==> config.mk <==
export PLATFORM = sky130hd
export DESIGN_NAME = data_bus_arbiter
export DESIGN_NICKNAME = d
export VERILOG_FILES = /design/src/rtl/data_bus_arbiter.sv
export SDC_FILE = /design/constraint.sdc
export NUM_CORES = 1
export LEC_CHECK = 0
export CAP_MARGIN = 0
export CORE_UTILIZATION = 25
export DETAILED_ROUTE_END_ITERATION = 7
export GPL_TIMING_DRIVEN = 0
export PLACE_DENSITY_LB_ADDON = 0.25
export SYNTH_ARGS = -nofsm -noshare
export SYNTH_HDL_FRONTEND = slang
export SYNTH_SLANG_ARGS = --single-unit
==> constraint.sdc <==
create_clock -name clock -period 1.6 [get_ports clock]
set_input_delay 0.32 -clock clock [delete_from_list [all_inputs] [get_ports clock]]
set_output_delay 0.32 -clock clock [all_outputs]
set_load 0.02 [all_outputs]
==> src/rtl/data_bus_arbiter.sv <==
// -----------------------------------------------------------------------------
// data_bus_arbiter
//
// Purpose:
//   Round-robin arbiter for the shared 64-bit data bus. There are four
//   requesters:
//     req[0] datapath control word
//     req[1] GPIO peripheral
//     req[2] debug read port
//     req[3] user instruction injector
//   An owner keeps the bus for as long as it holds its request. When the owner
//   releases the bus, one idle turnaround cycle is inserted before the next
//   owner is granted, so the tri-state drivers never contend.
//
// Optional feature:
//   BUS_ARB_BURST_LIMIT_EN - when defined, a burst counter limits how long an
//   owner can keep the bus. After MAX_BURST grant cycles, the owner is forced
//   off the bus if another requester is waiting. When the macro is not
//   defined, there is no counter and force_release is tied low.
//
// Handshake:
//   A request is a level. A requester asserts req[i] and keeps it high while
//   it needs the bus. grant[i] rises one cycle after the arbiter samples the
//   winning request. The owner keeps the grant until it samples req[i] low
//   (or until a forced release).
//
// Ports:
//   clock         in   system clock; all state changes on the rising edge
//   reset         in   synchronous, active-high reset
//   req[3:0]      in   bus requests
//   grant[3:0]    out  registered grant; one-hot or zero
//   owner[1:0]    out  index of the current or most recent grant holder
//   bus_busy      out  high whenever grant is nonzero
//   turnaround    out  high during the idle cycle between owners
//   force_release out  one-cycle pulse (in the TURN cycle) after a burst cut
//   state_dbg[1:0]out  FSM state: 0 IDLE, 1 GRANT, 2 TURN
// -----------------------------------------------------------------------------
module data_bus_arbiter #(
  parameter int unsigned MAX_BURST = 8
) (
  input  logic       clock,
  input  logic       reset,
  input  logic [3:0] req,
  output logic [3:0] grant,
  output logic [1:0] owner,
  output logic       bus_busy,
  output logic       turnaround,
  output logic       force_release,
  output logic [1:0] state_dbg
);

  if (MAX_BURST < 2 || MAX_BURST > 255) begin : g_bad_max_burst
    $error("data_bus_arbiter: MAX_BURST must be in 2..255");
  end

  typedef enum logic [1:0] {
    IDLE  = 2'd0,
    GRANT = 2'd1,
    TURN  = 2'd2
  } state_t;

  state_t     state_q, state_d;
  logic [3:0] grant_q, grant_d;
  logic [1:0] owner_q, owner_d;
  logic [1:0] last_q, last_d;

`ifdef BUS_ARB_BURST_LIMIT_EN
  localparam int unsigned CW = $clog2(MAX_BURST + 1);
  // The counter holds the number of grant cycles the current owner has had,
  // including the current cycle. It is cleared on each new grant and counts
  // the first cycle at once, so it reads 1 in the first GRANT cycle.
  logic [CW-1:0] cnt_q, cnt_d;
  logic          fr_q, fr_d;
  logic          others_pending;
`endif

  // Round-robin pick. The search starts at last_q+1 and wraps round to
  // last_q. The loop goes from the lowest priority slot (i=4, which is last_q)
  // up to the highest (i=1). The last match to write therefore has the
  // highest priority.
  logic [1:0] rr_winner;
  logic       rr_any;
  logic [1:0] rr_idx;

  always_comb begin
    rr_winner = last_q;
    rr_any    = 1'b0;
    rr_idx    = 2'd0;
    for (int i = 4; i >= 1; i--) begin
      rr_idx = last_q + 2'(i);
      if (req[rr_idx]) begin
        rr_winner = rr_idx;
        rr_any    = 1'b1;
      end
    end
  end

`ifdef BUS_ARB_BURST_LIMIT_EN
  assign others_pending = |(req & ~grant_q);
`endif

  // Next-state logic and registered outputs.
  always_comb begin
    state_d = state_q;
    grant_d = grant_q;
    owner_d = owner_q;
    last_d  = last_q;
`ifdef BUS_ARB_BURST_LIMIT_EN
    cnt_d   = cnt_q;
    fr_d    = 1'b0;
`endif
    case (state_q)
      IDLE, TURN: begin
        if (rr_any) begin
          state_d = GRANT;
          grant_d = 4'b0001 << rr_winner;
          owner_d = rr_winner;
          last_d  = rr_winner;
`ifdef BUS_ARB_BURST_LIMIT_EN
          cnt_d   = CW'(1);
`endif
        end else begin
          state_d = IDLE;
          grant_d = 4'b0000;
        end
      end
      GRANT: begin
        if (!req[owner_q]) begin
          state_d = TURN;
          grant_d = 4'b0000;
`ifdef BUS_ARB_BURST_LIMIT_EN
        end else if (cnt_q == CW'(MAX_BURST) && others_pending) begin
          state_d = TURN;
          grant_d = 4'b0000;
          fr_d    = 1'b1;
        end else if (cnt_q != CW'(MAX_BURST)) begin
          cnt_d   = cnt_q + CW'(1);
`endif
        end
      end
      default: begin
        state_d = IDLE;
        grant_d = 4'b0000;
      end
    endcase
  end

  always_ff @(posedge clock) begin
    if (reset) begin
      state_q <= IDLE;
      grant_q <= 4'b0000;
      owner_q <= 2'd0;
      last_q  <= 2'd3;  // req[0] has first priority after reset
`ifdef BUS_ARB_BURST_LIMIT_EN
      cnt_q   <= '0;
      fr_q    <= 1'b0;
`endif
    end else begin
      state_q <= state_d;
      grant_q <= grant_d;
      owner_q <= owner_d;
      last_q  <= last_d;
`ifdef BUS_ARB_BURST_LIMIT_EN
      cnt_q   <= cnt_d;
      fr_q    <= fr_d;
`endif
    end
  end

  assign grant      = grant_q;
  assign owner      = owner_q;
  assign bus_busy   = |grant_q;
  assign turnaround = (state_q == TURN);
  assign state_dbg  = state_q;
`ifdef BUS_ARB_BURST_LIMIT_EN
  assign force_release = fr_q;
`else
  assign force_release = 1'b0;
`endif

endmodule

==> flow_summary.html, run 1 <==
<table>
<tr><th>Metric</th><th>Value</th></tr>
<tr><th colspan="2">Run status</th></tr>
<tr><td>Result of the run</td><td>completed</td></tr>
<tr><th colspan="2">Floorplanning</th></tr>
<tr><td>Number of rows created at floorplan</td><td>16</td></tr>
<tr><td>Effective utilization at floorplan</td><td>0.268</td></tr>
<tr><td>Floorplan die area</td><td>2290 um^2</td></tr>
<tr><td>Std-Cell Core Area</td><td>1960 um^2</td></tr>
<tr><td>Height of the die</td><td>47.8 um</td></tr>
<tr><td>I/O pin cnt</td><td>17</td></tr>
<tr><td>Horiz. Die Dim</td><td>47.8 um</td></tr>
<tr><th colspan="2">Clocking</th></tr>
<tr><td>Clock transition at the registers of the reported paths</td><td>0.06 ns</td></tr>
<tr><td>Number of levels in the clock H-tree</td><td>1</td></tr>
<tr><td>Root buffer cell</td><td>sky130_fd_sc_hd__clkbuf_4</td></tr>
<tr><td>CTS max path bufs</td><td>2</td></tr>
<tr><td>Number of buffers inserted by hold repair at cts</td><td>0</td></tr>
<tr><td># clock sinks</td><td>10</td></tr>
<tr><td>Clk Latency, worst-skew pair</td><td>0.25 ns</td></tr>
<tr><td>Total clock buffers created by CTS</td><td>3</td></tr>
<tr><td>TritonCTS clock tree</td><td>done</td></tr>
<tr><th colspan="2">Drt</th></tr>
<tr><td>Iteration-0 DRC count of the detailed router</td><td>7</td></tr>
<tr><td>Routed via count divided by cell count</td><td>4.55</td></tr>
<tr><td>Via count</td><td>460</td></tr>
<tr><td>Average wire length per cell after detail routing</td><td>11.4 um</td></tr>
<tr><td>Remaining DRCs</td><td>0</td></tr>
<tr><td>Detailed-route wire length</td><td>1150 um</td></tr>
<tr><td>Detailed-router iteration count before antenna repair</td><td>4</td></tr>
<tr><td>Antenna-violating nets left</td><td>0</td></tr>
<tr><th colspan="2">Critical path</th></tr>
<tr><td>Category of the most critical setup path</td><td>flip-flop to output pin</td></tr>
<tr><td>Kind of start point of the critical path</td><td>flip-flop</td></tr>
<tr><td>Top Family by Delay on Critical Path</td><td>simple AND/OR/NAND/NOR gates</td></tr>
<tr><td>Critical path endpoint category</td><td>output pin</td></tr>
<tr><td>CP max stage cell</td><td>sky130_fd_sc_hd__or4_4</td></tr>
<tr><td>Critical path arrival</td><td>1.25 ns</td></tr>
<tr><td>Required arrival time at the worst endpoint</td><td>1.28 ns</td></tr>
<tr><td>Highest fanout seen on the critical path</td><td>3</td></tr>
<tr><td>Sum of buffers and inverters on the critical path</td><td>1</td></tr>
<tr><td>CP Cell Sequence</td><td>or4_4 &gt; buf_6</td></tr>
<tr><td>Critical path's largest stage delay</td><td>0.53 ns</td></tr>
<tr><th colspan="2">Min path</th></tr>
<tr><td>Hold WC Path Type</td><td>input pin to flip-flop</td></tr>
<tr><th colspan="2">Timing</th></tr>
<tr><td>Maximum operating frequency</td><td>0.636 GHz</td></tr>
<tr><td>Setup repair after global routing missed its margin</td><td>yes</td></tr>
<tr><td>Clk_skew</td><td>0.00150 ns</td></tr>
<tr><td>Final-report max-slew violation count</td><td>0</td></tr>
<tr><td>Worst Hold Margin</td><td>0.397 ns</td></tr>
<tr><td>Number of hold violations in the final report</td><td>0</td></tr>
<tr><td>Final clock period utilization by the worst path</td><td>0.982</td></tr>
<tr><td>Setup violators final</td><td>0</td></tr>
<tr><td>Final worst path period need</td><td>1.57 ns</td></tr>
<tr><th colspan="2">Placed design</th></tr>
<tr><td>Placed inst area</td><td>699 um^2</td></tr>
<tr><td>Hpwl dp</td><td>873 um</td></tr>
<tr><td>Gpl congestion</td><td>0.735</td></tr>
<tr><td>IO Port Bufs</td><td>14</td></tr>
<tr><th colspan="2">Layout</th></tr>
<tr><td>Antenna Cells</td><td>0</td></tr>
<tr><td>Number of fill cells in the layout</td><td>228</td></tr>
<tr><td>NumNets Final</td><td>82</td></tr>
<tr><td>Post-route standard cell area excluding fillers</td><td>756 um^2</td></tr>
<tr><td>Most frequent standard cell in the layout excluding fill and tap cells</td><td>sky130_fd_sc_hd__dfxtp_1</td></tr>
<tr><td>Sequential cell area in the final layout</td><td>201 um^2</td></tr>
<tr><td>Ratio of cells with drive above 1 in the final layout</td><td>0.216</td></tr>
<tr><td>Area Overhead vs Synth</td><td>43.8%</td></tr>
<tr><td>Area used by multi-input combinational logic</td><td>305 um^2</td></tr>
<tr><td>Commonest cells after routing, fill and taps aside</td><td>9 x sky130_fd_sc_hd__dfxtp_1, 6 x sky130_fd_sc_hd__nand2_1, 5 x sky130_fd_sc_hd__clkdlybuf4s50_1</td></tr>
<tr><th colspan="2">Yosys</th></tr>
<tr><td>Average size of a mapped cell</td><td>9.73 um^2</td></tr>
<tr><td>Post-synth top area cell</td><td>sky130_fd_sc_hd__dfxtp_1</td></tr>
<tr><td>Post-Synth Adder-Cell Area</td><td>0</td></tr>
<tr><td>Synthesized-area fraction occupied by ao, oa, aoi and oai cells</td><td>0.231</td></tr>
<tr><td>Area fraction of the dominant cell type after synthesis</td><td>0.381</td></tr>
<tr><td>Proportion of synthesized area in mux cells</td><td>0.0833</td></tr>
<tr><td>Unique cell type count in the Yosys netlist</td><td>28</td></tr>
<tr><td>Synth Instances</td><td>54</td></tr>
<tr><td>Simple logic cell fraction of the synthesized area</td><td>0.252</td></tr>
<tr><td>Cell area after technology mapping</td><td>526 um^2</td></tr>
<tr><td>Sequential share of the synthesized area</td><td>0.381</td></tr>
<tr><td>Combinational family with the most area after synthesis</td><td>simple AND/OR/NAND/NOR gates</td></tr>
<tr><td>Area contributors post-synth</td><td>sky130_fd_sc_hd__dfxtp_1 38%, sky130_fd_sc_hd__o41ai_4 5.2%, sky130_fd_sc_hd__nor4b_4 4.5%</td></tr>
<tr><td>Warnings, synthesis</td><td>0</td></tr>
<tr><td>Flip-flop and latch count after synthesis</td><td>10</td></tr>
<tr><td>Area share of xor/xnor cells in the synthesized design</td><td>0</td></tr>
<tr><td>Total nets after synthesis</td><td>60</td></tr>
<tr><th colspan="2">Job</th></tr>
<tr><td>Number of max-cap violations</td><td>0</td></tr>
<tr><th colspan="2">Power</th></tr>
<tr><td>Register share of total power</td><td>0.426</td></tr>
<tr><td>Internal power contribution</td><td>0.494 mW</td></tr>
<tr><td>Worst voltage drop across the vdd grid</td><td>0.600 mV</td></tr>
<tr><td>Combinational power share</td><td>0.355</td></tr>
<tr><td>Switching power</td><td>0.223 mW</td></tr>
<tr><td>Pleak</td><td>0.378 nW</td></tr>
<tr><td>Switching power as a share of total power</td><td>0.311</td></tr>
<tr><td>Post-layout total power</td><td>0.717 mW</td></tr>
<tr><td>PwrDens</td><td>949 nW/um^2</td></tr>
<tr><td>Share of total power in the clock network</td><td>0.219</td></tr>
<tr><th colspan="2">Global route</th></tr>
<tr><td>Number of global-route vias before repair</td><td>370</td></tr>
<tr><td>Wire length of the first global-routing pass</td><td>1670 um</td></tr>
<tr><td>GRT overflow</td><td>0</td></tr>
<tr><td>Total Routing Usage GR</td><td>0.111</td></tr>
<tr><td>Largest net degree at the start of global routing</td><td>11</td></tr>
<tr><td>Number of antenna violations at the first check in global routing</td><td>0</td></tr>
</table>
## metrics by stage
step,setup WS [ns],cells,utilization,TNS (ns)
2_1_floorplan,0.0999,54,-,0
3_3_place_gp,-0.354,95,0.357,-2.65
3_5_place_dp,-0.345,95,0.357,-2.69
4_1_cts,0.00510,101,0.374,0
5_1_grt,-0.0137,101,0.385,-0.0137
6_report,0.0286,101,0.385,0
## routing by layer
| layer | up-vias | track usage | part of all wire |
|---|---|---|---|
| li1 | 242 | - | - |
| met1 | 206 | 0.162 | 0.54 |
| met2 | 10 | 0.130 | 0.42 |
| met3 | 2 | 0.0453 | 0.033 |
| met4 | 0 | 0.0667 | 0.0078 |
| met5 | - | 0 | 0 |
## flip-flops by register name (all words and copies together), names as in the netlist
signal     cells
grant          4
last_q         2
owner          2
state_dbg      2
## power groups by stage
stage | clock network, mW | logic (mW) | registers, mW
2_1_floorplan | 0 | 0.122 | 0.330
3_3_place_gp | 0 | 0.239 | 0.311
3_5_place_dp | 0 | 0.239 | 0.311
4_1_cts | 0.168 | 0.244 | 0.305
5_1_grt | 0.189 | 0.276 | 0.310
6_report | 0.157 | 0.255 | 0.305
## cells in the mapped netlist (all sizes together)
master / number
a21o: 2
a21oi: 4
a32o: 2
and2: 1
and3b: 1
buf: 1
clkbuf: 1
conb: 1
dfxtp: 10
inv: 3
mux2: 1
mux2i: 1
mux4: 1
nand2: 6
nand2b: 1
nand3: 1
nand3b: 1
nand4b: 1
nor2: 3
nor2b: 2
nor4: 1
nor4b: 1
o21ai: 1
o31a: 1
o31ai: 3
o41ai: 1
or3: 1
or4: 1
## what timing repair did
item	CTS	global route
pin swaps	1	0
cloned	0	0
setup endpoints to repair	10	6
resized for setup	8	8
setup buffers	3	0
## cell families after synthesis
kind of cell | after synthesis
other | 1
AND/OR/NAND/NOR | 21
buffers and inverters | 5
flip-flops | 10
AO/OA/AOI/OAI | 14
multiplexers | 3
## path summary, 6_finish.rpt
path | from | end | slack, ns | cells past startpoint
worst max-delay path | grant[3] | bus_busy | 0.03 | 2
worst min-delay path | reset | state_dbg[0] | 0.40 | 2
worst max register to register | last_q[1] | grant[0] | 0.18 | 4
worst min register to register | grant[3] | grant[3] | 0.48 | 1
## area by class of cell
cell class / count / area share
clock buffers: 3 / 0.0298
well taps: 27 / 0.0447
repair buffers: 17 / 0.224
plain buffers: 2 / 0.0166
flip-flops and latches: 10 / 0.267
inverters: 3 / 0.0149
multi-input cells: 39 / 0.404
(Power assumes the default switching activity.)
==> inputs of run 2 (changes only) <==
clock period = 1.5 ns   (was 1.6 ns; I/O delays follow)
==> flow_summary.html, run 2 (synthesized netlist as in run 1, its figures left out) <==
<table>
<tr><th>Metric</th><th>Value</th></tr>
<tr><th colspan="2">Run status</th></tr>
<tr><td>Result of the run</td><td>finished with violations</td></tr>
<tr><td>Violated checks</td><td>negative setup slack</td></tr>
<tr><th colspan="2">Global route</th></tr>
<tr><td>Total Routing Usage GR</td><td>0.120</td></tr>
<tr><td>Number of antenna violations at the first check in global routing</td><td>0</td></tr>
<tr><td>Met3 track demand over resource</td><td>0.0566</td></tr>
<tr><td>Number of global-route vias before repair</td><td>420</td></tr>
<tr><td>GRT overflow</td><td>0</td></tr>
<tr><td>Global-route layer with the greatest usage</td><td>met1</td></tr>
<tr><td>Wire length of the first global-routing pass</td><td>1790 um</td></tr>
<tr><td>Global-route met2 utilization</td><td>0.151</td></tr>
<tr><td>Largest net degree at the start of global routing</td><td>11</td></tr>
<tr><td>Global-route met1 utilization</td><td>0.165</td></tr>
<tr><th colspan="2">Floorplanning</th></tr>
<tr><td>Horiz. Die Dim</td><td>47.8 um</td></tr>
<tr><td>Height of the die</td><td>47.8 um</td></tr>
<tr><td>I/O pin cnt</td><td>17</td></tr>
<tr><td>Floorplan die area</td><td>2290 um^2</td></tr>
<tr><td>Std-Cell Core Area</td><td>1960 um^2</td></tr>
<tr><td>Number of rows created at floorplan</td><td>16</td></tr>
<tr><td>Effective utilization at floorplan</td><td>0.268</td></tr>
<tr><th colspan="2">Power</th></tr>
<tr><td>Post-layout total power</td><td>0.829 mW</td></tr>
<tr><td>PwrDens</td><td>1110 nW/um^2</td></tr>
<tr><td>Pleak</td><td>0.356 nW</td></tr>
<tr><td>Switching power</td><td>0.257 mW</td></tr>
<tr><td>Internal power contribution</td><td>0.572 mW</td></tr>
<tr><td>Share of total power in the clock network</td><td>0.292</td></tr>
<tr><td>Register share of total power</td><td>0.396</td></tr>
<tr><td>Switching power as a share of total power</td><td>0.310</td></tr>
<tr><td>Worst voltage drop across the vdd grid</td><td>0.544 mV</td></tr>
<tr><td>Combinational power share</td><td>0.312</td></tr>
<tr><th colspan="2">Drt</th></tr>
<tr><td>Via count</td><td>467</td></tr>
<tr><td>Detailed-route wire length</td><td>1150 um</td></tr>
<tr><td>Iteration-0 DRC count of the detailed router</td><td>7</td></tr>
<tr><td>Remaining DRCs</td><td>0</td></tr>
<tr><td>Detailed-router iteration count before antenna repair</td><td>4</td></tr>
<tr><td>Antenna-violating nets left</td><td>0</td></tr>
<tr><td>Routed via count divided by cell count</td><td>4.58</td></tr>
<tr><td>Average wire length per cell after detail routing</td><td>11.3 um</td></tr>
<tr><th colspan="2">Placed design</th></tr>
<tr><td>Gpl congestion</td><td>0.716</td></tr>
<tr><td>Placed inst area</td><td>701 um^2</td></tr>
<tr><td>IO Port Bufs</td><td>14</td></tr>
<tr><td>Hpwl dp</td><td>827 um</td></tr>
<tr><td>Pre-CTS setup slack</td><td>-0.413 ns</td></tr>
<tr><td>Cell Count Post-Placement</td><td>95</td></tr>
<tr><th colspan="2">Min path</th></tr>
<tr><td>Min-Delay Startpoint</td><td>reset</td></tr>
<tr><td>Cell depth of the worst hold path</td><td>2</td></tr>
<tr><td>Hold WC Path Type</td><td>input pin to flip-flop</td></tr>
<tr><td>Worst-case hold path end point</td><td>state_dbg[0]</td></tr>
<tr><th colspan="2">Timing</th></tr>
<tr><td>Worst Hold Margin</td><td>0.362 ns</td></tr>
<tr><td>Setup repair after global routing missed its margin</td><td>yes</td></tr>
<tr><td>Number of hold violations in the final report</td><td>0</td></tr>
<tr><td>Final sum of negative setup slack</td><td>-0.0668 ns</td></tr>
<tr><td>Final clock period utilization by the worst path</td><td>1.04</td></tr>
<tr><td>Maximum operating frequency</td><td>0.638 GHz</td></tr>
<tr><td>Final worst path period need</td><td>1.57 ns</td></tr>
<tr><td>Final-report max-slew violation count</td><td>0</td></tr>
<tr><td>Final setup slack of the worst path</td><td>-0.0668 ns</td></tr>
<tr><td>Setup violators final</td><td>1</td></tr>
<tr><td>Clk_skew</td><td>0.00935 ns</td></tr>
<tr><th colspan="2">Clocking</th></tr>
<tr><td>Number of levels in the clock H-tree</td><td>1</td></tr>
<tr><td>TritonCTS clock tree</td><td>done</td></tr>
<tr><td># clock sinks</td><td>10</td></tr>
<tr><td>Number of buffers inserted by hold repair at cts</td><td>0</td></tr>
<tr><td>Clock transition at the registers of the reported paths</td><td>0.07 ns</td></tr>
<tr><td>Root buffer cell</td><td>sky130_fd_sc_hd__clkbuf_4</td></tr>
<tr><td>Total clock buffers created by CTS</td><td>3</td></tr>
<tr><td>Clk Latency, worst-skew pair</td><td>0.27 ns</td></tr>
<tr><td>CTS max path bufs</td><td>2</td></tr>
<tr><th colspan="2">Critical path</th></tr>
<tr><td>Worst R2R Setup Slack</td><td>0.10 ns</td></tr>
<tr><td>Required arrival time at the worst endpoint</td><td>1.20 ns</td></tr>
<tr><td>Highest fanout seen on the critical path</td><td>3</td></tr>
<tr><td>Critical path's largest stage delay</td><td>0.52 ns</td></tr>
<tr><td>CP Cell Sequence</td><td>or4_4 &gt; buf_6</td></tr>
<tr><td>CP max stage cell</td><td>sky130_fd_sc_hd__or4_4</td></tr>
<tr><td>Critical path endpoint category</td><td>output pin</td></tr>
<tr><td>Top Family by Delay on Critical Path</td><td>simple AND/OR/NAND/NOR gates</td></tr>
<tr><td>Category of the most critical setup path</td><td>flip-flop to output pin</td></tr>
<tr><td>Sum of buffers and inverters on the critical path</td><td>1</td></tr>
<tr><td>R2R depth</td><td>3</td></tr>
<tr><td>Critical path arrival</td><td>1.27 ns</td></tr>
<tr><td>Reg-to-Reg End</td><td>grant[1]</td></tr>
<tr><td>Worst reg2reg path startpoint</td><td>owner[1]</td></tr>
<tr><td>Kind of start point of the critical path</td><td>flip-flop</td></tr>
<tr><th colspan="2">Layout</th></tr>
<tr><td>Post-route standard cell area excluding fillers</td><td>747 um^2</td></tr>
<tr><td>Fin cells</td><td>102</td></tr>
<tr><td>Final core utilization</td><td>0.381</td></tr>
<tr><td>Area Overhead vs Synth</td><td>42.1%</td></tr>
<tr><td>Ratio of cells with drive above 1 in the final layout</td><td>0.267</td></tr>
<tr><td>Antenna Cells</td><td>0</td></tr>
<tr><td>Most frequent standard cell in the layout excluding fill and tap cells</td><td>sky130_fd_sc_hd__dlygate4sd2_1</td></tr>
<tr><td>Commonest cells after routing, fill and taps aside</td><td>12 x sky130_fd_sc_hd__dlygate4sd2_1, 7 x sky130_fd_sc_hd__dfxtp_1, 6 x sky130_fd_sc_hd__nand2_1</td></tr>
<tr><td>NumNets Final</td><td>82</td></tr>
<tr><td>Number of flip-flops in the largest register</td><td>4</td></tr>
<tr><th colspan="2">Job</th></tr>
<tr><td>Number of max-cap violations</td><td>0</td></tr>
</table>
-- run 2: cell types whose count changed in the layout (fill, tap and decap cells not counted), sizes merged --
| cell | delta |
|---|---|
| dlymetal6s2s | -4 |
| dlygate4sd2 | +8 |
| clkbuf | +2 |
| clkdlybuf4s50 | -5 |
-- run 2: metal layers --
layer	routed length (um)	up-vias	share of wire
met5	0	-	0
met4	8	0	0.0070
met3	77	2	0.067
met2	447	13	0.39
met1	617	211	0.54
li1	-	241	-
-- run 2: final cells by class --
class | count | area, um^2
buffer | 2 | 12.5
clock buffer | 4 | 36.3
fill | 222 | 1210
inverter | 3 | 11.3
multi-input combinational | 39 | 305
sequential | 10 | 204
tap | 27 | 33.8
timing repair buffer | 17 | 144
-- run 2: worst max path at each step --
stage / from / end / slack [ns] / cells after the start
after global placement: req[1] / grant[3] / -0.45 / 4
after CTS: grant[3] / bus_busy / -0.08 / 2
after detailed placement: req[1] / grant[1] / -0.41 / 4
after global routing: grant[3] / bus_busy / -0.11 / 2
after floorplan: owner[1] / grant[1] / 0.09 / 3
final: grant[3] / bus_busy / -0.07 / 2
-- run 2: worst register-to-register path, stage by stage, from the launching register on --
cell,delay [ns]
sky130_fd_sc_hd__dfxtp_2,0.36
sky130_fd_sc_hd__mux4_2,0.54
sky130_fd_sc_hd__nor4b_4,0.16
sky130_fd_sc_hd__a32o_2,0.22
-- run 2: timing repair --
item | CTS | global route
setup buffers | 3 | 0
pin swaps | 1 | 0
setup endpoints to repair | 17 | 4
resized for setup | 17 | 7
-- run 2: power groups by stage --
stage	combinational (mW)	sequential [mW]	clock [mW]
after CTS	0.244	0.326	0.250
after global placement	0.256	0.332	0
after global routing	0.283	0.333	0.268
after floorplan	0.131	0.353	0
final	0.259	0.328	0.242
after detailed placement	0.254	0.334	0
